File: config.mk
export PLATFORM = sky130hd
export DESIGN_NAME = audio_event_seq_flat
export DESIGN_NICKNAME = d
export VERILOG_FILES = /design/src/rtl/audio_event_seq_pkg.sv /design/src/rtl/audio_event_seq_if.sv /design/src/rtl/audio_event_seq_edge.sv /design/src/rtl/audio_event_seq.sv /design/src/flat_wrapper.sv
export SDC_FILE = /design/constraint.sdc
export NUM_CORES = 1
export LEC_CHECK = 0
export ABC_AREA = 1
export CORE_ASPECT_RATIO = 1.25
export CORE_MARGIN = 5
export CORE_UTILIZATION = 55
export CTS_CLUSTER_SIZE = 16
export DETAILED_ROUTE_END_ITERATION = 16
export PLACE_DENSITY = 0.72
export RECOVER_POWER = 100
export SLEW_MARGIN = 20
export SYNTH_ARGS = -nofsm -noshare
export SYNTH_HDL_FRONTEND = slang
export SYNTH_SLANG_ARGS = --single-unit
File: constraint.sdc
create_clock -name clk -period 2.1 [get_ports clk]
set_clock_uncertainty 0.15 [all_clocks]
set_input_delay 0.42 -clock clk [delete_from_list [all_inputs] [get_ports clk]]
set_output_delay 0.42 -clock clk [all_outputs]
set_load 0.005 [all_outputs]
File: src/rtl/audio_event_seq_pkg.sv
// Shared constants and state encoding for the game audio event sequencer.
package audio_pkg;

   localparam int CLK_HZ          = 100_000_000;
   localparam int TICK_1S         = CLK_HZ;
   localparam int GOAL_HOLD_DEF   = 150_000_000;
   localparam int COUNT_BEEPS_DEF = 3;

   typedef enum logic [1:0] {
      E_IDLE      = 2'd0,
      E_COUNT     = 2'd1,
      E_GOAL_HOLD = 2'd2
   } state_e;

   // Plain-vector aliases so the state register stays an ordinary logic vector
   localparam logic [1:0] IDLE      = E_IDLE;
   localparam logic [1:0] COUNT     = E_COUNT;
   localparam logic [1:0] GOAL_HOLD = E_GOAL_HOLD;

endpackage

File: src/rtl/audio_event_seq_if.sv
// Game-state inputs and play-pulse outputs of the audio event sequencer.
interface audio_event_seq_if
   import audio_pkg::*;
#(
   parameter int BL_W = $clog2(COUNT_BEEPS_DEF + 1)
) ();

   logic            game_begin;
   logic            score_a;
   logic            score_b;
   logic            abort;
   logic            goal;
   logic            cnt;
   logic            start;
   logic            busy;
   logic [BL_W-1:0] beeps_left;

   modport master (
      output game_begin, score_a, score_b, abort,
      input  goal, cnt, start, busy, beeps_left
   );

   modport slave (
      input  game_begin, score_a, score_b, abort,
      output goal, cnt, start, busy, beeps_left
   );

endinterface

File: src/rtl/audio_event_seq_edge.sv
// Registered rising-edge detector; history resets high so a level already
// asserted when reset releases is not mistaken for a new event.
module rise_edge_det (
   input  logic clk,
   input  logic rst,
   input  logic i_d,
   output logic o_rise
);

   logic r_prev;

   always_ff @(posedge clk) begin
      if (rst) r_prev <= 1'b1;
      else     r_prev <= i_d;
   end

   assign o_rise = i_d & ~r_prev;

endmodule

File: src/rtl/audio_event_seq.sv
// Turns game-state levels into one-cycle goal/cnt/start play pulses, runs the
// pre-match countdown and rate-limits goal clips with a one-deep pending slot.
module audio_event_seq
   import audio_pkg::*;
#(
   parameter int TICK_CYCLES      = TICK_1S,
   parameter int COUNT_BEEPS      = COUNT_BEEPS_DEF,
   parameter int GOAL_HOLD_CYCLES = GOAL_HOLD_DEF
) (
   input logic             clk,
   input logic             rst,
   audio_event_seq_if.slave bus
);

   localparam int BL_W = $clog2(COUNT_BEEPS + 1);
   localparam int TK_W = $clog2(TICK_CYCLES);
   localparam int HD_W = $clog2(GOAL_HOLD_CYCLES);

   localparam logic [TK_W-1:0] TICK_LAST  = TK_W'(TICK_CYCLES - 1);
   localparam logic [HD_W-1:0] HOLD_LAST  = HD_W'(GOAL_HOLD_CYCLES - 1);
   localparam logic [BL_W-1:0] BEEPS_INIT = BL_W'(COUNT_BEEPS - 1);

   logic [2:0] w_raw;
   logic [2:0] w_rise;
   logic       w_begin_edge;
   logic       w_score_edge;

   assign w_raw = {bus.score_b, bus.score_a, bus.game_begin};

   generate
      for (genvar gi = 0; gi < 3; gi++) begin : g_edge
         rise_edge_det u_det (
            .clk    (clk),
            .rst    (rst),
            .i_d    (w_raw[gi]),
            .o_rise (w_rise[gi])
         );
      end
   endgenerate

   assign w_begin_edge = w_rise[0];
   assign w_score_edge = w_rise[1] | w_rise[2];

   logic [1:0]      r_state,   w_state_next;
   logic            r_pending, w_pending_next;
   logic [BL_W-1:0] r_beeps,   w_beeps_next;
   logic [TK_W-1:0] r_tick,    w_tick_next;
   logic [HD_W-1:0] r_hold,    w_hold_next;
   logic            r_goal,    w_goal_next;
   logic            r_cnt,     w_cnt_next;
   logic            r_start,   w_start_next;
   logic            r_busy,    w_busy_next;

   always_comb begin
      w_state_next   = r_state;
      w_pending_next = r_pending;
      w_beeps_next   = r_beeps;
      w_tick_next    = r_tick;
      w_hold_next    = r_hold;
      w_goal_next    = 1'b0;
      w_cnt_next     = 1'b0;
      w_start_next   = 1'b0;

      if (bus.abort) begin
         w_state_next   = IDLE;
         w_pending_next = 1'b0;
         w_beeps_next   = '0;
         w_tick_next    = '0;
         w_hold_next    = '0;
      end else if (w_begin_edge) begin
         // A new countdown pre-empts everything, including a queued goal
         w_state_next   = COUNT;
         w_cnt_next     = 1'b1;
         w_beeps_next   = BEEPS_INIT;
         w_tick_next    = '0;
         w_hold_next    = '0;
         w_pending_next = 1'b0;
      end else begin
         case (r_state)
            IDLE: begin
               if (w_score_edge) begin
                  w_state_next = GOAL_HOLD;
                  w_goal_next  = 1'b1;
                  w_hold_next  = '0;
               end
            end
            COUNT: begin
               if (r_tick == TICK_LAST) begin
                  w_tick_next = '0;
                  if (r_beeps != '0) begin
                     w_cnt_next   = 1'b1;
                     w_beeps_next = r_beeps - BL_W'(1);
                  end else begin
                     w_start_next = 1'b1;
                     w_state_next = IDLE;
                  end
               end else begin
                  w_tick_next = r_tick + TK_W'(1);
               end
            end
            GOAL_HOLD: begin
               if (r_hold == HOLD_LAST) begin
                  // A score arriving in the expiry cycle itself still queues
                  if (r_pending | w_score_edge) begin
                     w_goal_next = 1'b1;
                     w_hold_next = '0;
                  end else begin
                     w_state_next = IDLE;
                  end
                  w_pending_next = 1'b0;
               end else begin
                  w_hold_next = r_hold + HD_W'(1);
                  if (w_score_edge) w_pending_next = 1'b1;
               end
            end
            default: w_state_next = IDLE;
         endcase
      end

      // busy also covers the start-pulse cycle so the countdown reads as one span
      w_busy_next = (w_state_next != IDLE) | w_start_next;
   end

   always_ff @(posedge clk) begin
      if (rst) begin
         r_state   <= IDLE;
         r_pending <= 1'b0;
         r_beeps   <= '0;
         r_tick    <= '0;
         r_hold    <= '0;
         r_goal    <= 1'b0;
         r_cnt     <= 1'b0;
         r_start   <= 1'b0;
         r_busy    <= 1'b0;
      end else begin
         r_state   <= w_state_next;
         r_pending <= w_pending_next;
         r_beeps   <= w_beeps_next;
         r_tick    <= w_tick_next;
         r_hold    <= w_hold_next;
         r_goal    <= w_goal_next;
         r_cnt     <= w_cnt_next;
         r_start   <= w_start_next;
         r_busy    <= w_busy_next;
      end
   end

   assign bus.goal       = r_goal;
   assign bus.cnt        = r_cnt;
   assign bus.start      = r_start;
   assign bus.busy       = r_busy;
   assign bus.beeps_left = r_beeps;

endmodule

File: src/flat_wrapper.sv
// flat-port wrapper written by rule: the top's interface ports become plain ports
module audio_event_seq_flat import audio_pkg::*;
#(
   parameter int TICK_CYCLES      = TICK_1S,
   parameter int COUNT_BEEPS      = COUNT_BEEPS_DEF,
   parameter int GOAL_HOLD_CYCLES = GOAL_HOLD_DEF
)
  (clk, rst, bus_game_begin, bus_score_a, bus_score_b, bus_abort, bus_goal, bus_cnt, bus_start, bus_busy, bus_beeps_left);
  audio_event_seq_if #(.BL_W((2))) bus_i ();
  input logic clk;
  input logic rst;
  input wire logic [$bits(bus_i.game_begin)-1:0] bus_game_begin;
  input wire logic [$bits(bus_i.score_a)-1:0] bus_score_a;
  input wire logic [$bits(bus_i.score_b)-1:0] bus_score_b;
  input wire logic [$bits(bus_i.abort)-1:0] bus_abort;
  output wire logic [$bits(bus_i.goal)-1:0] bus_goal;
  output wire logic [$bits(bus_i.cnt)-1:0] bus_cnt;
  output wire logic [$bits(bus_i.start)-1:0] bus_start;
  output wire logic [$bits(bus_i.busy)-1:0] bus_busy;
  output wire logic [$bits(bus_i.beeps_left)-1:0] bus_beeps_left;
  assign bus_i.game_begin = bus_game_begin;
  assign bus_i.score_a = bus_score_a;
  assign bus_i.score_b = bus_score_b;
  assign bus_i.abort = bus_abort;
  assign bus_goal = bus_i.goal;
  assign bus_cnt = bus_i.cnt;
  assign bus_start = bus_i.start;
  assign bus_busy = bus_i.busy;
  assign bus_beeps_left = bus_i.beeps_left;
  audio_event_seq #(.TICK_CYCLES(TICK_CYCLES), .COUNT_BEEPS(COUNT_BEEPS), .GOAL_HOLD_CYCLES(GOAL_HOLD_CYCLES)) u_core (.clk(clk), .rst(rst), .bus(bus_i));
endmodule
* Yosys cells after proc, flatten, opt, wreduce, memory -nomap -nowiden
Cells that the tools add are included.
Storage, ports and cells: word-level logic and storage cells 77, register bits after elaboration 67, input bits 6, output and inout port bits 6
Operators by class: muxes and demuxes 32, bitwise logic cells 9, $add $sub $neg 3, reduce and logical (&&, ||, !) cells 14, equal/unequal tests 6
Operator list (count):
- 28-bit 2-to-1 mux | 3
- 28-bit case mux with 2 select lines | 1
- 28-bit by 1-bit adder with 28-bit output (second input constant) | 1
- 28-bit == test (second input constant) | 1
- 27-bit by 1-bit adder with 27-bit output (second input constant) | 1
- 27-bit == test (second input constant) | 1
- 27-bit 2-to-1 mux | 1
- 2-bit 2-to-1 mux | 11
- 1-bit 2-to-1 mux | 14
- 2-bit nonzero test | 7
- 3-bit AND reduction | 3
- 2-bit case mux with 3 select lines | 1
- 1-bit bitwise AND | 3
- 3-bit inequality test (second input constant) | 1
- 1-bit inverter | 3
- 1-bit bitwise OR | 3
- 3-bit OR reduction | 1
- 2-bit by 1-bit == test with 1-bit output (second input constant) | 1
- 2-bit == test (second input constant) | 1
- 2-bit logical NOT | 1
- 2-bit by 1-bit inequality test with 1-bit output (second input constant) | 1
- 1-bit case mux with 2 select lines | 1
- 2-bit AND reduction | 1
- 2-bit OR reduction | 1
- 2-bit by 1-bit subtractor with 2-bit output (second input constant) | 1

* Logic depth before layout (Yosys ltp)
depth after elaboration 11, depth in mapped cells 11, gate-level depth less buffers 11

* By module
From an unflattened synthesis, not the netlist that was laid out.
Unflattened totals: cells, all modules 625, area, all modules 4062.6 um2
Modules (own cells, without submodules):
- audio_event_seq | area each 3950.0 um2, sequential area each 1281.2 um2, cells each 610, times used 1
- rise_edge_det | area each 37.5 um2, sequential area each 20.0 um2, cells each 5, times used 3

* Least setup slack after synthesis
No wires, ideal clock.
path type reg2reg, start register u_core.r_hold[0], end register u_core.r_hold[16], path buffers 2, arrival time 1.525 ns, data required time 1.881 ns, stages on the path, launching flop included 12, path slack 0.356 ns, period minus slack after synthesis 1.744 ns, library setup time 0.069 ns, path through dfxtp_1 ha_1 nand3_2 clkinv_2 nand3_2 nor2_2 nand2_1 nand2_2 buf_6 buf_12 nand3_2 a21oi_2
On the way: word-level cells in the longest chain between the ends 3, elaborated cells on any way between the ends 6, those cells by class add/sub (1); eq/ne (2); mux (2); reduce/logical (1)
RTL lines:
- start: declaration | line audio_event_seq.sv:48 | logic [HD_W-1:0] r_hold, w_hold_next;
- start signal: assignment | line audio_event_seq.sv:140 | r_hold <= w_hold_next;
- 28-bit by 1-bit adder with 28-bit output or 28-bit == test (tied branches) | line audio_event_seq.sv:112, audio_event_seq.sv:102
- 28-bit 2-to-1 mux or 3-bit inequality test (tied branches)
- 28-bit case mux with 2 select lines or 3-bit AND reduction (tied branches)
Parallel ways exist; a longest one is shown, timed or not. A chain may end at the register's enable or synchronous reset.

* Worst setup path in the final report
start input rst, end register u_core.r_hold[17]
On the way: word-level cells in the longest chain between the ends 1
RTL lines:
- start: declaration | line flat_wrapper.sv:11 | input logic rst;
- 3-bit OR reduction (no line)
Every way passes these cells.

==> qor.log <==
[logic_synthesis] most numerous cell types in the synthesized netlist nand2_1, nor2_1, inv_1, nand3_1, dfxtp_1
[setup_path] CP required 2230 ps
[setup_path] endpoint type of the worst setup path register
[setup_path] Setup crit start rst
[logic_synthesis] Synthesized Nets 640
[detailed_routing] sum of routed wire length over all layers 9.823 mm
[min_path] Hold Path Cell Cnt 2
[power_and_ir_drop] fraction of power consumed by combinational cells 6.7%
[sta] portion of the clock cycle consumed by the worst path in the final layout 92.17%
[min_path] hold crit path type reg2reg
[power_and_ir_drop] Internal 1.883 mW
[power_and_ir_drop] power per cell area 568.1 nW/µm²
[detailed_routing] Via Count 4003
[cts] # hold bufs at CTS 0
[setup_path] Max Fanout on Critical Path 20
[logic_synthesis] Post-Syn Area per Cell 6.284 µm²
[die] Row Count 34
[detailed_routing] drt first-iter violations 329
[sta] Achievable Freq 516.7 MHz
[outcome] outcome finished clean
[global_routing] initial antenna violation count 0
[cts] clock tree from TritonCTS done
[sta] time the final worst path needs with I/O delays and setup 1936 ps
[logic_synthesis] EDFF count, synth 0
[logic_synthesis] Seq/Total Area, Yosys 33.77%
[finish] number of antenna diodes 0
[cts] clock transition time at the flip-flop clock pins of the worst setup and hold paths 80 ps
[power_and_ir_drop] share of total power in sequential cells 51.0%
[detailed_routing] residual DRC count 0
[finish] post-layout utilization of the core 63.08%
[global_routing] grt ovf 0
[sta] RSZ-0062 raised after global routing false
[cts] clk sink count 67
[setup_path] reg2reg start u_core.r_hold[1]
[detailed_routing] Final ANT Viol Nets 0
[sta] Worst Tran Pin Value 485.7 ps
[logic_synthesis] area share of the largest cell type after synthesis 33.77%
[setup_path] reg2reg end u_core.bus.busy
[sta] final number of max-transition violations 0
[die] height of the chip 105.0 µm
[die] Die ar. 9030 µm²
[logic_synthesis] ys async rst share 0%
[setup_path] number of cells on the worst reg-to-reg path 11
[finish] share of final-layout standard cells stronger than drive strength 1 9.105%
[logic_synthesis] Mapped Cells 632
[global_routing] overall routing resource usage 23.30%
[sta] remaining max-slew budget at the tightest pin 67.62%
[cts] clock latency at the later pin of the worst-skew pair 350 ps
[power_and_ir_drop] Total Power 2.516 mW
[power_and_ir_drop] Clk pwr share 42.3%
[logic_synthesis] flops & latches, synth 67
[power_and_ir_drop] switching power total 0.6322 mW
[cts] TritonCTS buffer count 9
[detailed_routing] routed via count divided by cell count 5.344
[global_routing] number of global-route vias before repair 3925
[die] Die Wd 86 µm
[setup_path] Setup CP Type in2reg
[setup_path] Arrival @ worst endpoint 2070 ps
[global_routing] first-pass GRT wire length 17.24 mm
[place] instance count after placement with tap cells included 733
[power_and_ir_drop] worst ir drop on vdd 0.4027 mV
[power_and_ir_drop] switching power share of the total 25.13%
[logic_synthesis] biggest area contributors in the synthesized netlist dfxtp_1, nand2_1, nor2_1
[logic_synthesis] largest area contributor in the netlist dfxtp_1
[min_path] critical hold path startpoint u_core.r_tick[21]
[setup_path] launching element type of the critical path input pin
[sta] sum of negative setup slack 0 ps
[cts] root buffer cell clkbuf_8
[place] post-detailed-placement half-perimeter wirelength 7.447 mm
[place] routability-driven placement congestion ratio 0.9009
[logic_synthesis] dominant cell by count in the synthesized netlist nand2_1
[place] Port Buffers 11
[die] effective utilization at floorplan 56.58%
[min_path] Hold Path End u_core.r_tick[22]
[logic_synthesis] commonest register cell after synthesis dfxtp_1
[cts] H-tree depth reported by CTS 3
[die] I/O pin cnt 12
[die] area inside the core boundary 7019 µm²
[logic_synthesis] post-synth design cell area 3971 µm²
[logic_synthesis] post-synth cell types 33
[sta] Final Hold Fails 0
[power_and_ir_drop] standby leakage power 1.555 nW
[logic_synthesis] synth warn 0
[global_routing] maximum number of pins on one net before global-route repair 21
[detailed_routing] detailed-router iteration count before antenna repair 7
[sta] number of endpoints failing setup at the final stage 0
[detailed_routing] final routed wire length divided by cell count 13.11 µm
[finish] non-filler instance count after layout 749
[finish] Area growth, synth to finish 11.50%
[setup_path] setup slack of the most critical reg-to-reg path 190 ps
[cts] buffer levels on the longest clock path 2
[flow_run] reported max-cap violation count 0
[finish] nets@finish 662
[worst max path at each step]
stage,to,slack [ps],cells past startpoint
floorplan,u_core.r_hold[16],360,11
global placement,u_core.r_tick[15],70,8
detailed placement,u_core.r_hold[21],50,9
CTS,u_core.bus.busy,120,11
global route,u_core.bus.busy,20,11
finish,u_core.r_hold[17],160,6
[layout make-up]
cell class	instances	area, µm²
Clock buffer	10	127.6
Clock inverter	6	66.31
Fill cell	674	2591
Inverter	73	275.3
Multi-Input combinational cell	477	2266
Sequential cell	67	1341
Tap cell	90	112.6
Timing Repair Buffer	26	239.0
[worst max-delay path: stages]
cell and delay (ps):
dlygate4sd3_1 550, nor2_1 200, nand2_1 130, clkbuf_2 340, buf_4 290, a21oi_1 140
[stage by stage]
step | area, µm² | setup slack [ps] | hold WS (ps)
finish | 4428 | 164.5 | 341.3
global route | 4428 | 15.12 | 369.4
CTS | 4452 | 119.2 | 341.4
detailed placement | 4258 | 45.08 | 329.7
global placement | 4258 | 71.73 | 329.1
floorplan | 3971 | 355.7 | 293.9
[power groups by stage]
| stage | clock network, mW | registers [mW] | logic [mW] |
|---|---|---|---|
| final | 1.06 | 1.28 | 0.169 |
| after global routing | 1.15 | 1.28 | 0.185 |
| after CTS | 1.09 | 1.28 | 0.178 |
| after detailed placement | 0 | 1.31 | 0.177 |
| after global placement | 0 | 1.31 | 0.173 |
| after floorplan | 0 | 1.31 | 0.111 |
[registers in the layout, summed over array words and instances, names as in the netlist]
signal and count:
u_core.bus.cnt 1, u_core.r_hold 28, u_core.r_pending 1, u_core.bus.busy 1, u_core.bus.beeps_left 2, u_core.r_state 2
u_core.bus.goal 1, u_core.bus.start 1, u_core.g_edge.u_det.r_prev 3, u_core.r_tick 27
[cell usage in the layout (no fill, tap or decap), drive strengths merged, types with 2 or more instances in the layout]
| cell | instances |
|---|---|
| dlygate4sd3 | 7 |
| nor3b | 5 |
| nor2 | 124 |
| a21oi | 33 |
| clkdlybuf4s50 | 4 |
| clkbuf | 13 |
| or2 | 5 |
| nand4 | 21 |
| buf | 12 |
| o21ai | 9 |
| nand3 | 80 |
| o21bai | 2 |
| inv | 72 |
| dfxtp | 67 |
| nand2 | 162 |
| xor2 | 13 |
| ha | 2 |
| nor3 | 14 |
| clkinvlp | 3 |
| clkinv | 3 |
[what timing repair did]
| action | in CTS | in global routing |
|---|---|---|
| buffers inserted | 0 | 0 |
| gates resized for setup | 0 | 2 |
| endpoints found under the setup margin | 0 | 3 |
[cells by family after synthesis]
group           synth area share (%)
flops                          33.77
buf+inv                        9.168
compound gates                 7.152
fa+ha+maj                     0.6300
xor+xnor                       2.867
simple gates                   46.41
[routing by layer]
layer | GRT usage, % | vias up | part of all wire [%]
li1 | - | 2069 | -
met5 | 0 | - | 0
met3 | 3.622 | 29 | 3.4
met4 | 11.43 | 0 | 3.3
met2 | 42.56 | 84 | 53
met1 | 25.57 | 1821 | 40
Note: power is estimated with default switching activity, not from simulation.
